## src/rtl/fifo_sync_pkg.sv

```systemverilog
// Shared definitions for the synchronous FIFO: default sizes, width helpers
// and the error code used by scoreboards.
package fifo_sync_pkg;

   localparam int unsigned DEF_DATA_WIDTH = 8;
   localparam int unsigned DEF_DEPTH      = 8;

   typedef enum logic [1:0] {
      ERR_NONE,
      ERR_OVF,
      ERR_UDF
   } err_e;

   // Bits needed to hold an occupancy of 0..depth inclusive.
   function automatic int unsigned cnt_w(input int unsigned depth);
      return $clog2(depth + 1);
   endfunction

   // Bits needed to address 0..depth-1, never less than one.
   function automatic int unsigned ptr_w(input int unsigned depth);
      int unsigned w;
      w = $clog2(depth);
      return (w < 1) ? 1 : w;
   endfunction

endpackage

```

## src/rtl/fifo_sync_mem.sv

```systemverilog
// Simple dual-port register array: synchronous write, combinational read.
// Contents are deliberately not reset.
module fifo_sync_mem
   import fifo_sync_pkg::*;
#(
   parameter int unsigned WIDTH = DEF_DATA_WIDTH,
   parameter int unsigned DEPTH = DEF_DEPTH
) (
   input  logic                       CLK,
   input  logic                       we,
   input  logic [ptr_w(DEPTH)-1:0]    waddr,
   input  logic [WIDTH-1:0]           wdata,
   input  logic [ptr_w(DEPTH)-1:0]    raddr,
   output logic [WIDTH-1:0]           rdata
);

   logic [WIDTH-1:0] regs [DEPTH];

   // Write port; addresses are kept in range by the owning FIFO.
   always_ff @(posedge CLK) begin
      if (we) begin
         regs[waddr] <= wdata;
      end
   end

   assign rdata = regs[raddr];

endmodule

```

## src/rtl/fifo_sync_param.sv

```systemverilog
// Parametrised single-clock FIFO with occupancy count, flush and error pulses.
// Define FIFO_SYNC_FWFT_EN for first-word fall-through reads; otherwise the
// read path is a registered one-cycle stage.
module fifo_sync_param
   import fifo_sync_pkg::*;
#(
   parameter int unsigned DATA_WIDTH = DEF_DATA_WIDTH,
   parameter int unsigned DEPTH      = DEF_DEPTH,
   parameter int unsigned AF_THRESH  = DEPTH - 2,
   parameter int unsigned AE_THRESH  = 2
) (
   input  logic                       CLK,
   input  logic                       RST,
   input  logic                       clear,
   input  logic                       wr_en,
   input  logic [DATA_WIDTH-1:0]      wr_data,
   input  logic                       rd_en,
   output logic [DATA_WIDTH-1:0]      rd_data,
   output logic                       rd_valid,
   output logic                       full,
   output logic                       empty,
   output logic                       almost_full,
   output logic                       almost_empty,
   output logic [cnt_w(DEPTH)-1:0]    count,
   output logic                       overflow,
   output logic                       underflow
);

   localparam int unsigned PW = ptr_w(DEPTH);
   localparam int unsigned CW = cnt_w(DEPTH);

   localparam logic [PW-1:0] PTR_LAST = PW'(DEPTH - 1);
   localparam logic [CW-1:0] CNT_FULL = CW'(DEPTH);
   localparam logic [CW-1:0] CNT_AF   = CW'(AF_THRESH);
   localparam logic [CW-1:0] CNT_AE   = CW'(AE_THRESH);

   logic [PW-1:0]         wr_ptr;
   logic [PW-1:0]         rd_ptr;
   logic [CW-1:0]         count_d;
   logic                  wr_acc;
   logic                  rd_acc;
   logic [DATA_WIDTH-1:0] mem_rdata;

   // Explicit wrap so non-power-of-two depths work.
   function automatic logic [PW-1:0] ptr_inc(input logic [PW-1:0] p);
      return (p == PTR_LAST) ? '0 : p + PW'(1);
   endfunction

   // Accept decisions and next occupancy; a read frees a slot for a write when full.
   always_comb begin
      wr_acc  = wr_en & (~full | rd_en);
      rd_acc  = rd_en & ~empty;
      count_d = count;
      if (wr_acc & ~rd_acc) begin
         count_d = count + CW'(1);
      end else if (rd_acc & ~wr_acc) begin
         count_d = count - CW'(1);
      end
   end

   fifo_sync_mem #(
      .WIDTH (DATA_WIDTH),
      .DEPTH (DEPTH)
   ) u_mem (
      .CLK   (CLK),
      .we    (wr_acc & ~clear & ~RST),
      .waddr (wr_ptr),
      .wdata (wr_data),
      .raddr (rd_ptr),
      .rdata (mem_rdata)
   );

   // Pointers, occupancy and flags; flags follow the post-update count directly.
   always_ff @(posedge CLK) begin
      if (RST || clear) begin
         wr_ptr       <= '0;
         rd_ptr       <= '0;
         count        <= '0;
         empty        <= 1'b1;
         almost_empty <= 1'b1;
         full         <= 1'b0;
         almost_full  <= 1'b0;
         overflow     <= 1'b0;
         underflow    <= 1'b0;
      end else begin
         if (wr_acc) begin
            wr_ptr <= ptr_inc(wr_ptr);
         end
         if (rd_acc) begin
            rd_ptr <= ptr_inc(rd_ptr);
         end
         count        <= count_d;
         full         <= (count_d == CNT_FULL);
         empty        <= (count_d == '0);
         almost_full  <= (count_d >= CNT_AF);
         almost_empty <= (count_d <= CNT_AE);
         overflow     <= wr_en & full & ~rd_en;
         underflow    <= rd_en & empty;
      end
   end

`ifdef FIFO_SYNC_FWFT_EN
   // Head entry is always visible; rd_en only acknowledges it.
   assign rd_data  = mem_rdata;
   assign rd_valid = ~empty;
`else
   logic [DATA_WIDTH-1:0] rd_data_q;
   logic                  rd_valid_q;

   // Registered read stage; flush keeps the last word but drops the valid.
   always_ff @(posedge CLK) begin
      if (RST) begin
         rd_data_q  <= '0;
         rd_valid_q <= 1'b0;
      end else if (clear) begin
         rd_valid_q <= 1'b0;
      end else begin
         rd_valid_q <= rd_acc;
         if (rd_acc) begin
            rd_data_q <= mem_rdata;
         end
      end
   end

   assign rd_data  = rd_data_q;
   assign rd_valid = rd_valid_q;
`endif

endmodule

```

## config.mk

```make
export PLATFORM = sky130hd
export DESIGN_NAME = fifo_sync_param
export DESIGN_NICKNAME = d
export VERILOG_FILES = /design/src/rtl/fifo_sync_pkg.sv /design/src/rtl/fifo_sync_mem.sv /design/src/rtl/fifo_sync_param.sv
export SDC_FILE = /design/constraint.sdc
export NUM_CORES = 1
export LEC_CHECK = 0
export ABC_AREA = 0
export BUFFER_PORTS_ARGS = -buffer_cell sky130_fd_sc_hd__buf_2
export CAP_MARGIN = 10
export CORE_ASPECT_RATIO = 1.1
export CORE_UTILIZATION = 58
export DETAILED_ROUTE_END_ITERATION = 6
export GPL_TIMING_DRIVEN = 1
export PLACE_DENSITY = 0.84
export SKIP_CTS_REPAIR_TIMING = 1
export SLEW_MARGIN = 20
export SYNTH_ARGS = -nofsm -noshare
export SYNTH_HDL_FRONTEND = slang
export SYNTH_SLANG_ARGS = --single-unit
```

## constraint.sdc

```tcl
create_clock -name CLK -period 2.5 [get_ports CLK]
set_input_delay 0.125 -clock CLK [delete_from_list [all_inputs] [get_ports CLK]]
set_output_delay 0.125 -clock CLK [all_outputs]
set_load 0.01 [all_outputs]
```

# --- Word level (Yosys, flattened, before mapping) ---
# Memories as Yosys holds them, arrays and structs flattened. A register that Yosys moved wholly into a read port is not among the register bits.
# Index checks and enable logic that the tools add are counted.
totals:
  register_bits: 17
  word_cells: 47
  output_inout_bits: 19
  mem_count: 1
  ramBits: 64
  input_bits: 13
op_classes:
  n_reduce_logical: 4
  bitwise: 17
  n_mux: 6
  eq_ne: 3
  addsub: 4
  order_cmp: 2
mem_list:
  columns: ["name", "words", "word_bits", "rd", "rd_clocked_by_memory_dff", "wr", "line_no", "rtl"]
  rows:
  - ["u_mem.regs", 8, 8, 1, 1, 1, "fifo_sync_mem.sv:17", "logic [WIDTH-1:0] regs [DEPTH];"]
ops:
  columns: ["operator", "n"]
  rows:
  - ["$and 1x1->1", 9]
  - ["$mux 4", 2]
  - ["$not 1->1", 7]
  - ["$add 3x1->3 const B", 2]
  - ["$eq 3x3->1 const B", 2]
  - ["$mux 3", 2]
  - ["$add 4x1->4 const B", 1]
  - ["$eq 4x4->1 const B", 1]
  - ["$ge 4x3->1 const B", 1]
  - ["$le 4x2->1 const B", 1]
  - ["$logic_not 4->1", 1]
  - ["$sub 4x1->4 const B", 1]
  - ["$mux 1", 2]
  - ["$reduce_and 2->1", 1]
  - ["$reduce_or 2->1", 1]
  - ["$logic_or 1x1->1", 1]
  - ["$or 1x1->1", 1]

# --- Logic depth before layout (Yosys ltp) ---
# Gate-level depths: netlist (run 1).
depth:
  word_depth: 8
  depth_mapped: 7
  mapped_depth_nobuf: 7

# --- Hierarchy ---
# Synthesis (run 1) repeated with hierarchy kept, for this count alone.
hier_totals:
  hier_cells: 224
  area_unflattened_um2: 3631.0
modules_own_cells:
  columns: ["module", "seq_area_each_um2", "instances", "cells_per_inst", "area_per_inst_um2"]
  rows:
  - ["fifo_sync_mem", 1921.8, 1, 106, 2531.2]
  - ["fifo_sync_param", 500.5, 1, 118, 1099.8]

# --- Least setup slack after synthesis (run 1) ---
# No wires, ideal clock.
synth_timing:
  path_type: "register to register"
  startpoint: "register full"
  endpoint: "memory u_mem.regs[1][0] (netlist name) (enable)"
  t_arrival_ns: 1.565
  setup_ns: 0.383
  path_buffers: 1
  required_time_ns: 2.117
  slack_ns: 0.552
  path_stages_with_launch: 7
  synth_period_minus_slack_ns: 1.948
  path_cell_list: "dfxtp_1 nor2b_4 nand2b_1 buf_2 nor2_1 nand2_1 nor3_1"
synth_between:
  elab_chain_cells: 7
synth_lines:
  columns: ["item", "line_no", "rtl"]
  rows:
  - ["start: declaration", "fifo_sync_param.sv:20", "output logic full,"]
  - ["start signal: assignment", "fifo_sync_param.sv:93", "full <= (count_d == CNT_FULL);"]
  - ["$not 1->1", "fifo_sync_param.sv:51", "wr_acc = wr_en & (~full | rd_en);"]
  - ["$or 1x1->1", "fifo_sync_param.sv:51", null]
  - ["$and 1x1->1", "fifo_sync_param.sv:51", null]
  - ["$and 1x1->1 (2 in a row)", "fifo_sync_param.sv:66", ".we (wr_acc & ~clear & ~RST),"]
  - ["$mux 1", "fifo_sync_mem.sv:21", "if (we) begin"]
  - ["$mux 1 (implied by the code)", "fifo_sync_mem.sv:22", "regs[waddr] <= wdata;"]
  - ["end: declaration", "fifo_sync_mem.sv:17", null]
# No other way between the ends.

# --- Final worst setup path (run 1) ---
layout_timing:
  startpoint: "register full"
  endpoint: "memory u_mem.regs[4][2] (netlist name) (enable)"
# Same word-level chain as after synthesis.

==> results of run 1 <==
==> worst max-delay path: stages, from the launching register on <==
cell and delay [ns]:
sky130_fd_sc_hd__dfxtp_1 0.36, sky130_fd_sc_hd__nor2b_4 0.15, sky130_fd_sc_hd__nand2b_1 0.25, sky130_fd_sc_hd__or3_4 0.44, sky130_fd_sc_hd__nor2_1 0.12, sky130_fd_sc_hd__buf_4 0.19
==> layout by cell type, fill, tap and decap left out, drive strengths merged, types with 2 or more instances in the layout <==
| cell type | netlist | final |
|---|---|---|
| clkinvlp | 0 | 2 |
| nor2b | 4 | 4 |
| nand2 | 17 | 17 |
| buf | 7 | 41 |
| mux4 | 16 | 16 |
| o21ai | 9 | 9 |
| dfxtp | 25 | 25 |
| nor2 | 19 | 19 |
| mux2i | 11 | 11 |
| clkbuf | 2 | 10 |
| clkinv | 0 | 2 |
| nand2b | 6 | 6 |
| a211oi | 2 | 2 |
| xnor2 | 3 | 3 |
| inv | 3 | 5 |
| a21oi | 4 | 4 |
| ha | 6 | 6 |
| nor3 | 7 | 7 |
| edfxtp | 64 | 64 |
==> power by group <==
| group | internal (mW) | switching, mW | leakage [nW] |
|---|---|---|---|
| Combinational | 0.0654 | 0.0887 | 0.572 |
| Clock | 0.372 | 0.511 | 0.0835 |
| Sequential | 1.59 | 0.0137 | 0.779 |
==> kinds of logic (layout without fill, tap and decap cells) <==
family / count (synthesis) / after routing / synth area share
compound gates: 22 / 22 / 0.04011
simple gates: 62 / 62 / 0.1032
mux: 27 / 27 / 0.1311
fa+ha+maj: 6 / 6 / 0.02093
xor+xnor: 3 / 3 / 0.007326
flops: 89 / 89 / 0.6753
buf+inv: 12 / 60 / 0.02197
==> metal layers <==
metal,track usage,up-vias
li1,-,928
met1,0.2937,988
met2,0.3425,67
met3,0.05000,9
met4,0.09949,0
met5,0,-
==> flip-flops by register name, summed over array words and instances, names as in the netlist <==
register      count
rd_data           8
empty             1
underflow         1
rd_valid          1
wr_ptr            3
full              1
overflow          1
u_mem.regs       64
count             4
rd_ptr            3
almost_full       1
almost_empty      1
==> area by class of cell <==
type	count	area (sq um)
clock buffers	10	127.6
inverters	3	11.26
well taps	77	96.34
clock inverters	6	50.05
fillers	405	1854
multi-input cells	120	1086
repair buffers	41	230.2
flip-flops and latches	89	2422
==> worst max path at each step <==
stage | startpoint | endpoint | slack, ns | depth (start not counted)
global route | count[0] | empty | 0.57 | 7
detailed placement | full | u_mem.regs[4][5] | 0.71 | 5
finish | full | u_mem.regs[4][2] | 0.70 | 5
CTS | full | u_mem.regs[0][3] | 0.71 | 5
floorplan | full | u_mem.regs[1][0] | 0.55 | 6
global placement | full | u_mem.regs[0][6] | 0.76 | 5
==> metrics by stage <==
| stage | setup slack (ns) | hold slack, ns | utilization |
|---|---|---|---|
| 3_3_place_gp | 0.7554 | 0.3992 | 0.6543 |
| 2_1_floorplan | 0.5516 | 0.2239 | - |
| 5_1_grt | 0.5749 | 0.04377 | 0.6845 |
| 6_report | 0.7024 | 0.05648 | 0.6845 |
| 4_1_cts | 0.7053 | 0.03468 | 0.6845 |
| 3_5_place_dp | 0.7137 | 0.4143 | 0.6543 |
==> results.rst, run 1 <==
.. list-table::
   :header-rows: 1

   * - Metric
     - Value
   * - Endpoint class of the critical path
     - flip-flop
   * - Aggregate routed wire length
     - 6279 um
   * - Total Nets Final
     - 283
   * - Timing-limited maximum frequency
     - 556.3 MHz
   * - Syn Inst Count
     - 221
   * - Area of the placeable core
     - 0.005878 sq mm
   * - Worst-case reg-to-reg path depth
     - 5
   * - Crit Path Category
     - reg2reg
   * - Final HPWL from detailed placement
     - 4220 um
   * - Wire length of the first global-routing pass
     - 10240 um
   * - Relative area change from synthesis to final layout
     - 12.17%
   * - Pins Over Slew Limit
     - 0
   * - Sequential cell area fraction in the yosys report
     - 0.6753
   * - CTS H-tree depth
     - 3
   * - Worst-path fanout max
     - 8
   * - Uppermost metal layer occupied by signal nets
     - met4
   * - Total met3 wirelength after detailed routing
     - 353 um
   * - Type of the most critical hold path
     - in2reg
   * - Routed wl met2
     - 3111 um
   * - Capturing point of the worst reg2reg path
     - u_mem.regs[4][2]
   * - Clk slew on worst S/H paths
     - 0.09 ns
   * - Post-route cell area
     - 0.004024 sq mm
   * - Most numerous cell in the Yosys netlist
     - sky130_fd_sc_hd__edfxtp_1
   * - Final worst-path cycle share
     - 0.7190
   * - Count of different cell masters after synthesis
     - 40
   * - Number of antenna diodes
     - 0
   * - Pleak
     - 1.435 nW
   * - TritonCTS clock tree
     - yes
   * - DIE HEIGHT
     - 84.48 um
   * - Hold wc startpoint
     - wr_data[2]
   * - Sink Count
     - 89
   * - Sum of overflow across all layers after global routing
     - 0
   * - Arrival time worst endpoint
     - 1.86 ns
   * - DP Area
     - 0.003846 sq mm
   * - Tmin final
     - 1.798 ns
   * - Rel. slew slack
     - 0.5341
   * - Average size of a mapped cell
     - 16.23 sq um
   * - Proportion of layout cells with a drive suffix above 1
     - 0.3160
   * - Final hold violation count
     - 0
   * - Syn Std Cell Area
     - 0.003587 sq mm
   * - Post-DRT Antenna Nets
     - 0
   * - Final setup violation count
     - 0
   * - Horiz. Die Dim
     - 76.99 um
   * - Transition time at the pin with the least slew margin
     - 0.6963 ns
   * - Length of the first detailed-routing pass in iterations
     - 4
   * - Clock Tree Root
     - sky130_fd_sc_hd__clkbuf_8
   * - Most area-hungry cell type in the Yosys netlist
     - sky130_fd_sc_hd__edfxtp_1
   * - Result of the run
     - complete, no violations
   * - Max capacitance violation total
     - 0
   * - Vias after detailed routing
     - 1992
   * - Row count
     - 29
   * - Via count of the first global-routing pass
     - 2010
   * - Total design power
     - 2.645 mW
   * - Clock latency on the worst-skew pair
     - 0.35 ns
   * - Total clock buffers created by CTS
     - 9
   * - Power density over cell area
     - 657.2 mW/mm^2
   * - Remaining design rule violation count
     - 0
   * - Slack of the worst reg-to-reg path
     - 0.70 ns
   * - Proportion of netlist area held by the largest area contributor
     - 0.5358
   * - Deepest clock path buffer count
     - 2
   * - GRT Resource Usage Total
     - 0.2182
   * - Total nets after synthesis
     - 240
   * - Peak supply drop
     - 0.5141 mV
   * - Number of antenna violations at the first check in global routing
     - 0
   * - Initial core utilization
     - 0.6103
   * - RSZ-0062 raised after global routing
     - no
   * - Ranking of synthesized cells by instance count
     - 64 x sky130_fd_sc_hd__edfxtp_1, 25 x sky130_fd_sc_hd__dfxtp_1, 17 x sky130_fd_sc_hd__nand2_1, 17 x sky130_fd_sc_hd__nor2_1, 16 x sky130_fd_sc_hd__mux4_2
   * - Vias per cell
     - 5.757
   * - Final weighted congestion of routability-driven global placement
     - 0.8843
   * - Pin count of the biggest net entering global routing
     - 20
   * - Category of the worst setup path launch point
     - flip-flop
   * - IO Count
     - 32
   * - Post-synth ARST share
     - 0
   * - Post-synth EDFFs
     - 64
   * - Syn. warnings
     - 0
   * - Worst reg2reg path startpoint
     - full
   * - Die area
     - 0.006504 sq mm
   * - Flop and latch count out of synthesis
     - 89
   * - Worst hold endpoint
     - u_mem.regs[6][2]
   * - Number of placed cells counting well taps
     - 330
   * - Top FF cell, synth
     - sky130_fd_sc_hd__edfxtp_1
   * - Biggest area contributors in the synthesized netlist
     - sky130_fd_sc_hd__edfxtp_1 54%, sky130_fd_sc_hd__dfxtp_1 14%, sky130_fd_sc_hd__mux4_2 10%, sky130_fd_sc_hd__mux2i_1 3.1%, sky130_fd_sc_hd__ha_1 2.1%
   * - Worst Hold Depth
     - 1
   * - Req. time, crit path
     - 2.56 ns
   * - Final sum of negative setup slack
     - 0 ns
   * - 1st-iter DRT viols
     - 228
   * - Final cell count without fillers
     - 346
   * - Met1 routed wirelength after detailed routing
     - 2727 um
   * - Average wire per standard cell
     - 18.15 um
   * - Clock tree skew after final layout
     - 0.01089 ns
   * - Port buffer count
     - 31
No activity file was read; power rests on OpenSTA's default activity.
==> run 2, diff against run 1 <==
- CORE_UTILIZATION: 58 -> 53
- PLACE_DENSITY: 0.84 -> 0.81
- clock period: 2.5 -> 1.5 ns (I/O delays scaled with it)
==> run 2 against run 1 <==
The run now ends with hold timing, setup timing left. First-iteration DRC count shrank 27%. Die area grew 9.2%. Core utilization shrank 0.064 points. Hold slack lost 0.064 ns. Sequential cell count is the same. Global-route usage shrank 0.44 points. Cell count grew 7.2%. Count of clock-buffer cells in the layout shrank 1. Non-clock buffer count grew 20. Register-to-register slack lost 0.81 ns. Largest cell class unchanged.
==> results.rst, run 2 (synthesized netlist as in run 1, its figures left out) <==
.. list-table::
   :header-rows: 1

   * - Metric
     - Value
   * - Result of the run
     - finished with violations
   * - Failing checks
     - hold timing, setup timing
   * - Sink Count
     - 89 (unchanged)
   * - Cell chain of the critical path
     - nor2b_4 -> nand2b_4 -> or3_4 -> nor3_4 -> buf_12
   * - Number of buffer and inverter stages on the critical path
     - 1 (unchanged)
   * - Row count
     - 31 (+6.9%)
   * - Worst-path fanout max
     - 8 (unchanged)
   * - Delay of the slowest cell on the worst path
     - 0.39 ns (-0.05 ns)
   * - Tmin final
     - 1.605 ns (-0.1925 ns)
   * - Relative area change from synthesis to final layout
     - 24.97%
   * - Average wire per standard cell
     - 19.39 um (+6.9%)
   * - Area of the multi-input gates
     - 0.001215 sq mm (+12%)
   * - Transition time at the pin with the least slew margin
     - 0.4206 ns (-0.2757 ns)
   * - Total clock buffers created by CTS
     - 9 (unchanged)
   * - Rel. slew slack
     - 0.7175 (+0.1834)
   * - Power density over cell area
     - 1030 mW/mm^2 (+57%)
   * - Via count of the first global-routing pass
     - 2049 (+1.9%)
   * - Fill count
     - 431 (+6.4%)
   * - Reg with most FFs
     - u_mem.regs
   * - Total Nets Final
     - 303 (+7.1%)
   * - Cell family with most CP delay
     - simple AND/OR/NAND/NOR gates
   * - Wire length of the first global-routing pass
     - 10540 um (+3.0%)
   * - Pleak
     - 1.594 nW (+11%)
   * - Endpoint class of the critical path
     - flip-flop
   * - Vias after detailed routing
     - 2092 (+5.0%)
   * - Vias per cell
     - 5.639 (-2.1%)
   * - Post-DRT Antenna Nets
     - 0 (unchanged)
   * - Sum of overflow across all layers after global routing
     - 0 (unchanged)
   * - DIE HEIGHT
     - 88.29 um (+4.5%)
   * - RSZ-0062 raised after global routing
     - yes
   * - CTS H-tree depth
     - 3 (unchanged)
   * - Number of antenna violations at the first check in global routing
     - 0 (unchanged)
   * - TritonCTS clock tree
     - yes
   * - Horiz. Die Dim
     - 80.44 um (+4.5%)
   * - Final HPWL from detailed placement
     - 4740 um (+12%)
   * - Clock latency on the worst-skew pair
     - 0.36 ns (about the same)
   * - Clock tree skew after final layout
     - 0.009939 ns (-0.0009527 ns)
   * - Leading cell type in the layout, fill and taps excluded
     - sky130_fd_sc_hd__edfxtp_1
   * - Critical-path cell with the highest stage delay
     - sky130_fd_sc_hd__or3_4
   * - Number of flip-flops in the largest register
     - 64 (unchanged)
   * - Worst Setup Slack post-DPL
     - -0.1230 ns (-0.8367 ns)
   * - Final hold violation count
     - 11 (+11)
   * - Peak supply drop
     - 0.6494 mV (+26%)
   * - Total area of sequential cells
     - 0.002437 sq mm (+0.62%)
   * - GRT Resource Usage Total
     - 0.2137 (-0.004413)
   * - Aggregate routed wire length
     - 7195 um (+15%)
   * - Initial core utilization
     - 0.5472 (-0.06302)
   * - Req. time, crit path
     - 1.59 ns (-0.97 ns)
   * - Port buffer count
     - 31 (unchanged)
   * - Final setup violation count
     - 44 (+44)
   * - 1st-iter DRT viols
     - 167 (-27%)
   * - Pins Over Slew Limit
     - 0 (unchanged)
   * - Category of the worst setup path launch point
     - flip-flop
   * - Post-route core utilization
     - 0.6839 (about the same)
   * - IO Count
     - 32 (unchanged)
   * - Area of the placeable core
     - 0.006555 sq mm (+12%)
   * - Remaining design rule violation count
     - 0 (unchanged)
   * - Clock Tree Root
     - sky130_fd_sc_hd__clkbuf_8
   * - Timing-limited maximum frequency
     - 623.0 MHz (+12%)
   * - Final worst-path cycle share
     - 1.070 (+0.3510)
   * - Die area
     - 0.007102 sq mm (+9.2%)
   * - Top library cells by usage in the layout, fill and taps aside
     - 64 x sky130_fd_sc_hd__edfxtp_1, 31 x sky130_fd_sc_hd__buf_2, 21 x sky130_fd_sc_hd__dfxtp_1, 16 x sky130_fd_sc_hd__mux4_2, 16 x sky130_fd_sc_hd__buf_4
   * - Arrival time worst endpoint
     - 1.69 ns (-0.17 ns)
   * - Worst hold margin
     - -0.007086 ns (-0.06357 ns)
   * - Crit Path Category
     - reg2reg
   * - Max capacitance violation total
     - 0 (unchanged)
   * - Post-route cell area
     - 0.004483 sq mm (+11%)
   * - Deepest clock path buffer count
     - 2 (unchanged)
   * - Type of the most critical hold path
     - in2reg
   * - Final weighted congestion of routability-driven global placement
     - 0.8310 (-6.0%)
   * - Final worst-path setup slack
     - -0.1051 ns (-0.8075 ns)
   * - DP Area
     - 0.004114 sq mm (+7.0%)
   * - Number of antenna diodes
     - 0 (unchanged)
   * - Length of the first detailed-routing pass in iterations
     - 4 (unchanged)
   * - Final sum of negative setup slack
     - -3.070 ns (-3.070 ns)
   * - Proportion of layout cells with a drive suffix above 1
     - 0.4394 (+0.1235)
   * - Pin count of the biggest net entering global routing
     - 20 (unchanged)
   * - Clk slew on worst S/H paths
     - 0.09 ns (about the same)
[run 2: power breakdown]
part / total [mW] / internal (mW) / switching (mW)
combinational: 0.354 / 0.170 / 0.184
clock: 1.59 / 0.647 / 0.939
sequential: 2.68 / 2.65 / 0.0228
total: 4.62 / 3.47 / 1.15
[run 2: final timing paths]
check | slack [ns] | startpoint | cells past startpoint | endpoint
setup / recovery | -0.11 | full | 5 | u_mem.regs[0][1]
hold / removal | -0.007 | wr_data[3] | 1 | u_mem.regs[0][3]
setup reg to reg | -0.11 | full | 5 | u_mem.regs[0][1]
hold reg to reg | 0.45 | rd_data[0] | 2 | rd_data[0]
[run 2: final cells by class]
cell class / count / area share
sequential: 89 / 0.5437
multi-input combinational: 120 / 0.2710
timing repair buffer: 61 / 0.1155
clock buffer: 9 / 0.02763
tap: 82 / 0.02289
clock inverter: 7 / 0.01563
inverter: 3 / 0.003628
[run 2: per-layer routing]
layer	GRT usage	vias up	share of wire
met5	0	-	0
met4	0.08442	0	0.020
met3	0.05670	16	0.042
met2	0.3344	55	0.51
met1	0.2881	1056	0.43
li1	-	965	-
[run 2: stage by stage]
stage,hold slack (ns),total power [mW],cells
6_report,-0.007086,4.617,371
5_1_grt,-0.002516,4.776,371
4_1_cts,-0.01574,4.609,364
3_5_place_dp,0.3660,3.047,348
3_3_place_gp,0.3483,3.031,348
2_1_floorplan,0.1739,2.918,221
